==> config.mk <==
export PLATFORM = sky130hd
export DESIGN_NAME = ahbgpio_arbiter
export DESIGN_NICKNAME = d
export VERILOG_FILES = /design/src/rtl/ahbgpio_arb_pkg.sv /design/src/rtl/ahbgpio_arbiter_rr_arb2.sv /design/src/rtl/ahbgpio_arbiter.sv
export SDC_FILE = /design/constraint.sdc
export NUM_CORES = 1
export LEC_CHECK = 0
export BUFFER_PORTS_ARGS = -buffer_cell sky130_fd_sc_hd__buf_4
export CORE_MARGIN = 2
export CORE_UTILIZATION = 38
export CTS_CLUSTER_SIZE = 10
export DETAILED_ROUTE_END_ITERATION = 7
export HOLD_SLACK_MARGIN = 0.12
export PLACE_DENSITY = 0.73
export SYNTH_ARGS = -nofsm -noshare
export SYNTH_HDL_FRONTEND = slang
export SYNTH_SLANG_ARGS = --single-unit
==> constraint.sdc <==
create_clock -name HCLK -period 2 [get_ports HCLK]
set_input_delay 0.3 -clock HCLK [delete_from_list [all_inputs] [get_ports HCLK]]
set_output_delay 0.3 -clock HCLK [all_outputs]
set_load 0.05 [all_outputs]
==> src/rtl/ahbgpio_arb_pkg.sv <==
// rtl/ahbgpio_arb_pkg.sv - shared types and constants for the AHB GPIO arbiter
package ahbgpio_arb_pkg;

  // Transfer sequencing states; encodings are fixed so the state vector stays
  // compatible with older code that compares against raw 2-bit values.
  typedef enum logic [1:0] {
    ST_IDLE = 2'd0,
    ST_ADDR = 2'd1,
    ST_DATA = 2'd2,
    ST_RESP = 2'd3
  } arb_state_e;

  // Requester operation codes: bit 1 selects read, bit 0 selects the dir register.
  typedef enum logic [1:0] {
    OP_WR_DATA = 2'b00,
    OP_WR_DIR  = 2'b01,
    OP_RD_DATA = 2'b10,
    OP_RD_DIR  = 2'b11
  } gpio_op_e;

  localparam logic [1:0]  HTRANS_IDLE     = 2'b00;
  localparam logic [1:0]  HTRANS_NONSEQ   = 2'b10;
  localparam logic [31:0] DATA_REG_OFFSET = 32'd0;
  localparam logic [31:0] DIR_REG_OFFSET  = 32'd4;
  localparam logic [2:0]  HSIZE_WORD      = 3'b010;

  // A direction value is legal only as all-input (0) or pin 0 output (1).
  function automatic logic dir_value_ok(input logic [15:0] value);
    return (value == 16'h0000) || (value == 16'h0001);
  endfunction

endpackage

==> src/rtl/ahbgpio_arbiter_rr_arb2.sv <==
// rtl/ahbgpio_arbiter_rr_arb2.sv - combinational two-way round-robin picker
module ahbgpio_rr_arb2 (
  input  logic [1:0] req,
  input  logic       last_grant,
  output logic [1:0] grant
);

  // A lone request wins outright; a tie goes to the requester not served last.
  always_comb begin
    grant = 2'b00;
    case (req)
      2'b01:   grant = 2'b01;
      2'b10:   grant = 2'b10;
      2'b11:   grant = last_grant ? 2'b01 : 2'b10;
      default: grant = 2'b00;
    endcase
  end

endmodule

==> src/rtl/ahbgpio_arbiter.sv <==
// rtl/ahbgpio_arbiter.sv - two-requester AHB-Lite master for the GPIO block (option: AHBGPIO_ARB_DIR_CHECK_EN)
module ahbgpio_arbiter
  import ahbgpio_arb_pkg::*;
#(
  parameter logic [31:0] BASE_ADDR = 32'h5300_0000
) (
  input  logic        HCLK,
  input  logic        HRESETn,
  input  logic [1:0]  req,
  input  logic [3:0]  req_op,
  input  logic [31:0] req_wdata,
  output logic [1:0]  done,
  output logic        err,
  output logic [15:0] rdata,
  output logic        HSEL,
  output logic [31:0] HADDR,
  output logic [1:0]  HTRANS,
  output logic        HWRITE,
  output logic [2:0]  HSIZE,
  output logic [31:0] HWDATA,
  input  logic        HREADY,
  input  logic [31:0] HRDATA
);

  arb_state_e  state;
  logic        winner;
  logic        last_grant;
  logic [1:0]  op_q;
  logic [15:0] wdata_q;
  logic [15:0] rdata_q;
  logic [1:0]  grant;
  logic [1:0]  sel_op;
  logic [15:0] sel_wdata;
  logic        dir_reject;
  logic        unused_hrdata_hi;

  // Only the low half of the slave read bus carries GPIO state.
  assign unused_hrdata_hi = ^HRDATA[31:16];

  ahbgpio_rr_arb2 u_rr (
    .req        (req),
    .last_grant (last_grant),
    .grant      (grant)
  );

  assign sel_op    = grant[1] ? req_op[3:2]     : req_op[1:0];
  assign sel_wdata = grant[1] ? req_wdata[31:16] : req_wdata[15:0];

`ifdef AHBGPIO_ARB_DIR_CHECK_EN
  logic err_q;

  assign dir_reject = (sel_op == OP_WR_DIR) && !dir_value_ok(sel_wdata);

  // Remember whether the accepted operation was refused without a bus transfer.
  always_ff @(posedge HCLK or negedge HRESETn) begin
    if (!HRESETn) begin
      err_q <= 1'b0;
    end else if (state == ST_IDLE && (|req)) begin
      err_q <= dir_reject;
    end
  end

  assign err = (state == ST_RESP) && err_q;
`else
  assign dir_reject = 1'b0;
  assign err        = 1'b0;
`endif

  // Sequencer: accept a winner in IDLE, run one address and one data phase, then report.
  always_ff @(posedge HCLK or negedge HRESETn) begin
    if (!HRESETn) begin
      state      <= ST_IDLE;
      winner     <= 1'b0;
      last_grant <= 1'b1;
      op_q       <= 2'b00;
      wdata_q    <= 16'h0000;
      rdata_q    <= 16'h0000;
    end else begin
      case (state)
        ST_IDLE: begin
          if (|req) begin
            winner  <= grant[1];
            op_q    <= sel_op;
            wdata_q <= sel_wdata;
            rdata_q <= 16'h0000;
            state   <= dir_reject ? ST_RESP : ST_ADDR;
          end
        end
        ST_ADDR: begin
          if (HREADY) begin
            state <= ST_DATA;
          end
        end
        ST_DATA: begin
          if (HREADY) begin
            rdata_q <= op_q[1] ? HRDATA[15:0] : 16'h0000;
            state   <= ST_RESP;
          end
        end
        ST_RESP: begin
          last_grant <= winner;
          state      <= ST_IDLE;
        end
        default: state <= ST_IDLE;
      endcase
    end
  end

  // Bus and requester outputs decode straight from state so reset clears them at once.
  always_comb begin
    HSEL   = 1'b0;
    HTRANS = HTRANS_IDLE;
    HADDR  = 32'h0;
    HWRITE = 1'b0;
    HWDATA = 32'h0;
    done   = 2'b00;
    rdata  = 16'h0000;
    case (state)
      ST_ADDR: begin
        HSEL   = 1'b1;
        HTRANS = HTRANS_NONSEQ;
        HADDR  = BASE_ADDR + (op_q[0] ? DIR_REG_OFFSET : DATA_REG_OFFSET);
        HWRITE = ~op_q[1];
      end
      ST_DATA: begin
        if (!op_q[1]) begin
          HWDATA = {16'h0000, wdata_q};
        end
      end
      ST_RESP: begin
        done  = winner ? 2'b10 : 2'b01;
        rdata = rdata_q;
      end
      default: ;
    endcase
  end

  assign HSIZE = HSIZE_WORD;

endmodule
* Word-level counts from Yosys, hierarchy flattened *
Cells that the tools add are included.

cells by class
  muxes and demuxes = 22
  equal/unequal tests = 9
  bitwise operators = 1
  add/sub/neg operators = 1
  reductions and logical operators = 6

operator list
  operator                                                                count
  16-bit two-way mux                                                      7
  31-bit by 3-bit adder with 32-bit output (first input constant)         1
  32-bit two-way mux                                                      1
  16-bit case mux with 2 select lines                                     1
  2-bit two-way mux                                                       8
  2-bit equality test (second input constant)                             4
  2-bit case mux with 4 select lines                                      1
  2-bit inequality test (second input constant)                           3
  2-bit case mux with 3 select lines                                      1
  3-bit AND reduction                                                     2
  2-bit by 1-bit equality test with 1-bit output (second input constant)  2
  3-bit two-way mux                                                       1
  2-bit zero test                                                         1
  1-bit two-way mux                                                       2
  2-bit AND reduction                                                     1
  2-bit nonzero test                                                      1
  2-bit OR reduction                                                      1
  1-bit inverter                                                          1

word-level totals
  logic and storage cells = 45
  output and inout port bits = 90
  input bits = 73
  register bits = 38

* Depth between registers and ports, before layout *
Gate-level depths: netlist (run 1).

  depth in word-level cells = 3
  gate-level depth with buffers = 6
  depth with buffers taken out = 5

* By module *
From an unflattened synthesis (run 1), not the netlist that was laid out.

unflattened totals
  cells, all modules = 249
  area total of the unflattened synthesis = 2458.6 um^2

by module, submodules not included
  module           times used  area each (um^2)  seq. area each (um^2)  cells an instance
  ahbgpio_arbiter  1           2439.8            952.2                  246
  ahbgpio_rr_arb2  1           18.8              0.0                    3

* Least setup slack after synthesis (run 1) *
No wires, ideal clock.

  path type = register -> output
  from = register state[1]
  to = output port HWRITE
  stages on the path, launching flop included = 4
  slack = -174 ps
  arrival time = 1874 ps
  data required time = 1700 ps
  buffers on the path = 0
  cells stage by stage = dfrtp_1 inv_1 ha_1 nor2b_1

on the way
  cells in the longest elaborated chain, start to end = 2

ends and longest elaborated chain
  what                                            RTL line                source
  start, declared                                 ahbgpio_arbiter.sv:25   arb_state_e state;
  start signal, assigned                          ahbgpio_arbiter.sv:86   state <= dir_reject ? ST_RESP : ST_ADDR;
  2-bit by 1-bit equality test with 1-bit output  ahbgpio_arbiter.sv:118  case (state)
  1-bit two-way mux                               ahbgpio_arbiter.sv:118
  end, declared                                   ahbgpio_arbiter.sv:18   output logic HWRITE,

No other way between the ends.

* Worst setup path in the final report (run 1) *
  from = register state[0]
  to = output port HWDATA[7]

on the way
  cells in the longest elaborated chain, start to end = 2

ends and longest elaborated chain
  what                 RTL line                source
  2-bit equality test  ahbgpio_arbiter.sv:118
  16-bit two-way mux   ahbgpio_arbiter.sv:118
  end, declared        ahbgpio_arbiter.sv:20   output logic [31:0] HWDATA,

No other way between the ends.

==> flow_metrics.tcl, run 1 <==
set metrics [dict create \
    finalHoldViolCount 0 \
    dp.cells 402 \
    drt_iter0_drc 45 \
    synth_area_sq_mm 0.002445 \
    design.die.area_sq_mm 0.007091 \
    worstSetupEndpointType "output port" \
    drc 0 \
    rows 29 \
    min_period_over_period_pct 96.51 \
    syn2layout_area_growth_pct 38.13 \
    ys_seq_area_share_pct 38.95 \
    worstPathMaxFanout 8 \
    final_util_pct 53.80 \
    critPathArrivalTime_ps 1630 \
    ios 163 \
    dieWidth_um 84.21 \
    grt_pass1_wl_mm 8.514 \
    vias 1893 \
    wl_mm 5.457 \
    cp_slowest_stage_delay_ps 410 \
    cts.sinks 38 \
    final_common_cell "buf_4" \
    gr-total-overflow 0 \
    final_cell_mix "buf_4, conb_1, dfrtp_1" \
    grt_max_degree 39 \
    status "completed" \
    fmax_mhz 518.1 \
    drt_first_pass_iters 4 \
    cts_buffers 5 \
    track_usage_pct 15.10 \
    skew_ps 7.509 \
    post-place-ws_ps 88.06 \
    drive_above_1_share_pct 46.47 \
    drt-vias-per-instance 4.540 \
    grt_antenna_before_repair 0 \
    port_buffers 98 \
    grt_pass1_vias 1827 \
    yosysTopAreaCell "dfrtp_1" \
    power_mw 5.377 \
    gp_congestion 0.7316 \
    start_kind "flip-flop" \
    fp.coreArea_sq_mm 0.006277 \
    layout_setup_ws_ps 69.90 \
    yosys.area.top_type_share_pct 37.87 \
    hpwl_mm 3.987 \
    final_nets 418 \
    cts_tree "built" \
    hp-class "input pin to flip-flop" \
    p_per_area_mw_per_mm2 1592 \
    clk_latency_ps 290 \
    power.leakage_nw 1.790 \
    cp_slowest_cell "dfrtp_1" \
    synth_area_leaders "dfrtp_1, buf_4, and2_1" \
    drv_slew 0 \
    clockBufferDepth 2 \
    fin_cells 417 \
    finalCriticalPeriod_ps 1930 \
    path_clk_slew_ps 80 \
    die_h_um 84.21 \
    required_ps 1700 \
    synthCells 231 \
    ys_seq_elements 38 \
    setup_viol 0 \
    cts_max_level 2 \
    avgRoutedWirePerCell_um 13.09 \
    critPathKind "flip-flop to output port" \
    vdd_drop_max_v 0.0006992 \
    maxCapViolations 0 \
    antenna_cells 0 \
    path_cells "inv_2 -> ha_4 -> nor2b_4 -> buf_6 -> and2_1 -> buf_4" \
    crit_buf_inv 3 \
    synth_cell_types 25 \
    drtAntennaViolNets 0 \
    cts-root-buf "clkbuf_8" \
    postSynthAreaPerCell_sq_um 10.58 \
    path_delay_family "buffers and inverters" \
    initial_core_util_pct 38.95 \
    synth_warnings 0 \
]
==> path summary, 6_finish.rpt <==
| path | slack [ps] | cells after the start | from | end |
|---|---|---|---|---|
| worst max-delay path | 70 | 6 | state[0]$_DFFE_PN0P_ | HWDATA[7] |
| worst min-delay path | 270 | 2 | req_wdata[28] | wdata_q[12]$_DFFE_PN0P_ |
| worst max register to register | 170 | 6 | state[1]$_DFFE_PN0P_ | rdata_q[5]$_DFFE_PN0P_ |
| worst min register to register | 480 | 1 | rdata_q[8]$_DFFE_PN0P_ | rdata_q[8]$_DFFE_PN0P_ |
| max in group asynchronous | 1120 | 2 | HRESETn | last_grant$_DFFE_PN1N_ |
| min in group asynchronous | 520 | 2 | HRESETn | wdata_q[1]$_DFFE_PN0P_ |
==> Yosys cell counts <==
cell type / n
buf_6: 1
clkbuf_1: 5
dfrtp_1: 37
nand2_1: 2
inv_1: 4
nor2b_1: 3
and3_1: 16
o21a_1: 1
mux2_1: 10
buf_4: 53
o211ai_2: 1
nand2b_1: 11
mux2_2: 8
o2bb2ai_1: 1
nor2_1: 4
dfstp_2: 1
buf_2: 2
ha_1: 6
conb_1: 2
o21ai_1: 1
or2b_1: 7
mux2i_1: 1
a221oi_4: 1
o221a_2: 18
and2_1: 35
==> power by group <==
| part | switching (mW) | internal, mW |
|---|---|---|
| clock network | 0.277 | 0.532 |
| registers | 0.180 | 1.13 |
| logic | 1.88 | 1.38 |
| total | 2.34 | 3.04 |
==> cell type report <==
| cell class | instances | area, sq um |
|---|---|---|
| clock inverters | 2 | 60.06 |
| multi-input cells | 174 | 1240 |
| flip-flops and latches | 38 | 952.2 |
| well taps | 77 | 96.34 |
| clock buffers | 6 | 82.58 |
| repair buffers | 116 | 930.9 |
| fillers | 563 | 2900 |
| inverters | 4 | 15.01 |
==> per-stage QoR <==
step	cell area, sq um	hold slack (ps)	TNS (ps)
CTS	3292	261.9	0
floorplan	2620	4.409	0
detailed placement	3109	305.6	0
global route	3377	259.7	-14.51
finish	3377	269.0	0
global placement	3109	302.0	0
==> flip-flops by register name, indices dropped and copies added, names as in the netlist <==
| signal | flops |
|---|---|
| state | 2 |
| wdata_q | 16 |
| op_q | 2 |
| last_grant | 1 |
| winner | 1 |
| rdata_q | 16 |
==> cells by family (layout without fill, tap and decap cells) <==
| group | count (synthesis) | in the layout | share of synthesized area [%] |
|---|---|---|---|
| multiplexers | 19 | 19 | 8.700 |
| flip-flops | 38 | 38 | 38.95 |
| other | 2 | 48 | 0.3072 |
| AND/OR/NAND/NOR | 78 | 78 | 19.70 |
| buffers and inverters | 65 | 128 | 18.53 |
| AO/OA/AOI/OAI | 23 | 23 | 10.75 |
| adder cells (fa/ha/maj) | 6 | 6 | 3.071 |
==> per-layer routing <==
layer | vias to the layer above | global-route usage (%) | wire (um)
met4 | 0 | 4.399 | 91
li1 | 898 | - | -
met1 | 893 | 16.86 | 2098
met3 | 7 | 4.621 | 459
met2 | 95 | 27.56 | 2809
met5 | - | 0 | 0
==> repair_timing <==
item	4_1_cts	5_1_grt
setup endpoints to repair	27	28
resized for setup	8	13
endpoints found under the hold margin	37	0
setup buffers	0	5
cloned	0	1
hold buffers	1	0
Note: power is estimated with default switching activity, not from simulation.
==> inputs of run 2 (changes only) <==
--- a/config.mk
+++ b/config.mk
@@ -6,6 +6,7 @@
 export NUM_CORES = 1
 export LEC_CHECK = 0
 export BUFFER_PORTS_ARGS = -buffer_cell sky130_fd_sc_hd__buf_4
+export CORE_ASPECT_RATIO = 0.5
 export CORE_MARGIN = 2
 export CORE_UTILIZATION = 38
 export CTS_CLUSTER_SIZE = 10
==> flow_metrics.tcl, run 2 (synthesis results as in run 1) <==
set metrics [dict create \
    path_delay_family "compound AO/OA/AOI/OAI gates" \
    cts.sinks 38 \
    worstPathMaxFanout 19 \
    fin_area_sq_mm 0.003352 \
    cp_slowest_cell "dfrtp_1" \
    grt_most_used_layer "met2" \
    fmax_mhz 517.5 \
    drtAntennaViolNets 0 \
    critPathArrivalTime_ps 2090 \
    slew-limit-headroom_pct 39.73 \
    setup_tns_ps 0 \
    vias 1933 \
    cts_max_level 2 \
    drt-vias-per-instance 4.570 \
    clockBufferDepth 2 \
    required_ps 2160 \
    drv_slew 0 \
    critPathKind "flip-flop to flip-flop" \
    power.leakage_nw 1.770 \
    drt_first_pass_iters 4 \
    grt_pass1_vias 1887 \
    rsz0062_at_grt "true" \
    start_kind "flip-flop" \
    ios 163 \
    hold_depth 2 \
    skew_ps 2.810 \
    path_cells "inv_1 -> ha_1 -> o211ai_2 -> o221a_2" \
    clk_latency_ps 280 \
    drc 0 \
    die_h_um 60.72 \
    met3_usage_pct 4.041 \
    gr-total-overflow 0 \
    hold_start "req_wdata[20]" \
    vdd_drop_max_v 0.0007061 \
    gp_congestion 0.7912 \
    grt_pass1_wl_mm 8.928 \
    status "completed" \
    drt_iter0_drc 50 \
    initial_core_util_pct 39.88 \
    drive_above_1_share_pct 45.07 \
    fp.coreArea_sq_mm 0.006131 \
    grt_antenna_before_repair 0 \
    tightest_slew_ps 901.4 \
    hp-class "input pin to flip-flop" \
    timing.hold.ws_ps 293.9 \
    rows 20 \
    reg2reg_to "op_q[1]$_DFFE_PN0P_" \
    crit_buf_inv 1 \
    avgRoutedWirePerCell_um 13.72 \
    placed_cell_area_sq_mm 0.003100 \
    port_buffers 98 \
    worstSetupEndpointType "flip-flop" \
    path_clk_slew_ps 60 \
    maxCapViolations 0 \
    hpwl_mm 4.138 \
    r2r_cells 4 \
    syn2layout_area_growth_pct 37.10 \
    wl_mm 5.802 \
    cts_buffers 5 \
    r2r-start "state[1]$_DFFE_PN0P_" \
    track_usage_pct 15.91 \
    final_common_cell "buf_4" \
    p_per_area_mw_per_mm2 1590 \
    setup_viol 0 \
    finalHoldViolCount 0 \
    grt_max_degree 39 \
    design.die.area_sq_mm 0.007131 \
    cp_slowest_stage_delay_ps 450 \
    min_period_over_period_pct 96.61 \
    dieWidth_um 117.4 \
    rrSetupSlack_ps 70 \
    final_cell_mix "buf_4, conb_1, dfrtp_1" \
    min_to "wdata_q[4]$_DFFE_PN0P_" \
    top_regs "rdata_q (16), wdata_q (16)" \
    final_nets 413 \
    antenna_cells 0 \
    cts-root-buf "clkbuf_16" \
    finalCriticalPeriod_ps 1932 \
    cts_tree "built" \
    met2_usage_pct 30.33 \
    grt_use_met1_pct 18.34 \
]
-- run 2: worst max-delay path by stage --
stage / start / depth (start not counted) / endpoint
after CTS: state[0]$_DFFE_PN0P_ / 6 / HWDATA[10]
after global routing: state[1]$_DFFE_PN0P_ / 6 / rdata_q[11]$_DFFE_PN0P_
after detailed placement: state[0]$_DFFE_PN0P_ / 4 / op_q[1]$_DFFE_PN0P_
after global placement: state[0]$_DFFE_PN0P_ / 6 / rdata_q[2]$_DFFE_PN0P_
final: state[1]$_DFFE_PN0P_ / 4 / op_q[1]$_DFFE_PN0P_
after floorplan: state[0]$_DFFE_PN0P_ / 5 / HWDATA[10]
-- run 2: worst register-to-register path: stages, from the launching register on --
cell,delay [ps]
dfrtp_1,450
inv_1,130
ha_1,340
o211ai_2,450
o221a_2,450
-- run 2: layer usage --
metal / vias up / wire length (um)
met1: 951 / 2397
met4: 0 / 78
met2: 87 / 2932
met3: 8 / 393
met5: - / 0
li1: 887 / -
-- run 2: layout make-up --
| type | instances | area, sq um |
|---|---|---|
| clock inverter | 1 | 5.005 |
| sequential | 38 | 952.2 |
| timing repair buffer | 111 | 889.6 |
| clock buffer | 7 | 142.6 |
| multi-input combinational | 174 | 1237 |
| fill | 539 | 2779 |
| inverter | 4 | 15.01 |
| tap | 88 | 110.1 |
-- run 2: where the power goes --
group,leakage (nW),switching [mW],total (mW),internal (mW)
Sequential,0.461,0.186,1.32,1.14
Combinational,1.24,1.88,3.21,1.33
Clock,0.0739,0.299,0.793,0.494
Total,1.77,2.37,5.33,2.96
-- run 2: per-stage QoR --
step	worst slack (ps)	power (mW)	instances	utilization [%]
floorplan	10.02	3.660	277	-
global placement	169.3	4.317	410	50.57
detailed placement	71.82	4.402	410	50.57
CTS	1.173	5.288	420	53.71
global route	-31.34	5.654	423	54.67
finish	67.80	5.329	423	54.67
-- run 2: what timing repair did --
action | in CTS | in global routing
buffers inserted | 0 | 3
hold buffers | 1 | 0
hold endpoints to repair | 37 | 0
gates resized for setup | 10 | 8
setup endpoints to repair | 22 | 19
gates cloned | 1 | 0
pin swaps | 0 | 0
==> inputs of run 3 (changes only) <==
--- a/config.mk
+++ b/config.mk
@@ -6,13 +6,13 @@
 export NUM_CORES = 1
 export LEC_CHECK = 0
 export BUFFER_PORTS_ARGS = -buffer_cell sky130_fd_sc_hd__buf_4
-export CORE_ASPECT_RATIO = 0.5
 export CORE_MARGIN = 2
 export CORE_UTILIZATION = 38
 export CTS_CLUSTER_SIZE = 10
 export DETAILED_ROUTE_END_ITERATION = 7
 export HOLD_SLACK_MARGIN = 0.12
 export PLACE_DENSITY = 0.73
+export RECOVER_POWER = 100
 export SYNTH_ARGS = -nofsm -noshare
 export SYNTH_HDL_FRONTEND = slang
 export SYNTH_SLANG_ARGS = --single-unit
==> flow_metrics.tcl, run 3 (synthesis results as in run 1) <==
set metrics [dict create \
    critPathKind "flip-flop to output port" \
    cts_buffers 5 \
    min_to "wdata_q[12]$_DFFE_PN0P_" \
    layout_setup_ws_ps 82.58 \
    clockBufferDepth 2 \
    path_clk_slew_ps 80 \
    final_common_cell "buf_4" \
    tightest_slew_ps 950.6 \
    top_regs "rdata_q (16), wdata_q (16)" \
    drv_slew 0 \
    cp_slowest_stage_delay_ps 410 \
    drt_first_pass_iters 4 \
    design.die.area_sq_mm 0.007091 \
    gr-total-overflow 0 \
    start_kind "flip-flop" \
    crit_start "state[0]$_DFFE_PN0P_" \
    hold_depth 2 \
    critPathArrivalTime_ps 1620 \
    final_nets 418 \
    hold_start "req_wdata[28]" \
    r2r-start "state[1]$_DFFE_PN0P_" \
    drt_iter0_drc 60 \
    min_period_over_period_pct 95.87 \
    worstPathMaxFanout 8 \
    fp.coreArea_sq_mm 0.006277 \
    status "completed" \
    seq_power_share_pct 24.5 \
    vdd_drop_max_v 0.0006997 \
    ios 163 \
    rows 29 \
    final_cell_mix "buf_4, conb_1, dfrtp_1" \
    cts_tree "built" \
    initial_core_util_pct 38.95 \
    clk_latency_ps 290 \
    maxCapViolations 0 \
    cp_slowest_cell "dfrtp_1" \
    avgRoutedWirePerCell_um 13.01 \
    power.leakage_nw 1.789 \
    cts_max_level 2 \
    hp-class "input pin to flip-flop" \
    hpwl_mm 3.987 \
    drtAntennaViolNets 0 \
    syn2layout_area_growth_pct 38.02 \
    finalCriticalPeriod_ps 1917 \
    vias 1870 \
    cts-root-buf "clkbuf_8" \
    grt_antenna_before_repair 0 \
    cts.sinks 38 \
    finalHoldViolCount 0 \
    path_cells "inv_2 -> ha_4 -> nor2b_4 -> buf_6 -> and2_1 -> buf_4" \
    skew_ps 7.463 \
    p_per_area_mw_per_mm2 1590 \
    reg2reg_to "rdata_q[5]$_DFFE_PN0P_" \
    port_buffers 98 \
    slew-limit-headroom_pct 36.62 \
    required_ps 1700 \
    setup_viol 0 \
    path_delay_family "buffers and inverters" \
    rrSetupSlack_ps 170 \
    worst-path-stages 6 \
    r2r_cells 6 \
    drc 0 \
    grt_pass1_vias 1827 \
    antenna_cells 0 \
    intPower_mw 3.041 \
    switchingPower_mw 2.326 \
    dieWidth_um 84.21 \
    wl_mm 5.424 \
    post-place-ws_ps 88.06 \
    grt_pass1_wl_mm 8.514 \
    grt_max_degree 39 \
    comb_power_share_pct 60.5 \
    die_h_um 84.21 \
    switching_share_pct 43.34 \
    fillers 564 \
    drive_above_1_share_pct 46.47 \
    fmax_mhz 521.5 \
    power_mw 5.366 \
    gp_congestion 0.7316 \
    worstSetupEndpointType "output port" \
    track_usage_pct 15.10 \
    drt-vias-per-instance 4.484 \
    clockPowerShare_pct 15.0 \
    crit_buf_inv 3 \
]
run 3: layout make-up:
| type | count | area [sq um] | share of cell area, % |
|---|---|---|---|
| multi-input combinational | 174 | 1240 | 36.74 |
| sequential | 38 | 952.2 | 28.22 |
| timing repair buffer | 116 | 928.4 | 27.51 |
| tap | 77 | 96.34 | 2.855 |
| clock buffer | 6 | 82.58 | 2.447 |
| clock inverter | 2 | 60.06 | 1.780 |
| inverter | 4 | 15.01 | 0.4449 |
run 3: power by group through the flow:
stage	sequential, mW	clock [mW]	combinational (mW)
6_report	1.32	0.803	3.25
3_5_place_dp	1.32	0	3.09
5_1_grt	1.36	0.870	3.47
2_1_floorplan	1.27	0	2.39
4_1_cts	1.31	0.830	3.15
3_3_place_gp	1.29	0	3.06
run 3: how the worst max path moves through the flow:
stage                             endpoint
detailed placement  rdata_q[5]$_DFFE_PN0P_
floorplan                       HWDATA[10]
global route                    HWDATA[11]
CTS                             HWDATA[10]
finish                           HWDATA[7]
global placement    rdata_q[4]$_DFFE_PN0P_
run 3: worst register-to-register path, cell delays in order (launching register included):
cell and delay, ps:
dfrtp_1 450, inv_1 130, ha_2 280, nor2_1 100, a221oi_4 230, buf_12 200
mux2_2 350
run 3: metrics by stage:
step / hold slack, ps / cell area (sq um) / TNS (ps) / util [%] / cells
5_1_grt: 259.7 / 3374 / -14.51 / 53.76 / 417
3_3_place_gp: 302.0 / 3109 / 0 / 49.53 / 402
2_1_floorplan: 4.409 / 2620 / 0 / - / 277
4_1_cts: 261.9 / 3292 / 0 / 52.44 / 411
3_5_place_dp: 305.6 / 3109 / 0 / 49.53 / 402
6_report: 274.1 / 3374 / 0 / 53.76 / 417
run 3: layer usage:
layer | global-route usage [%] | routed length (um)
met1 | 16.86 | 2100
met2 | 27.56 | 2808
met3 | 4.621 | 451
met4 | 4.399 | 63
met5 | 0 | 0
run 3: what timing repair did:
item,CTS,global route
endpoints found under the hold margin,37,0
hold buffers,1,0
cloned,0,1
gates resized for setup,8,13
endpoints found under the setup margin,27,28
setup buffers,0,5
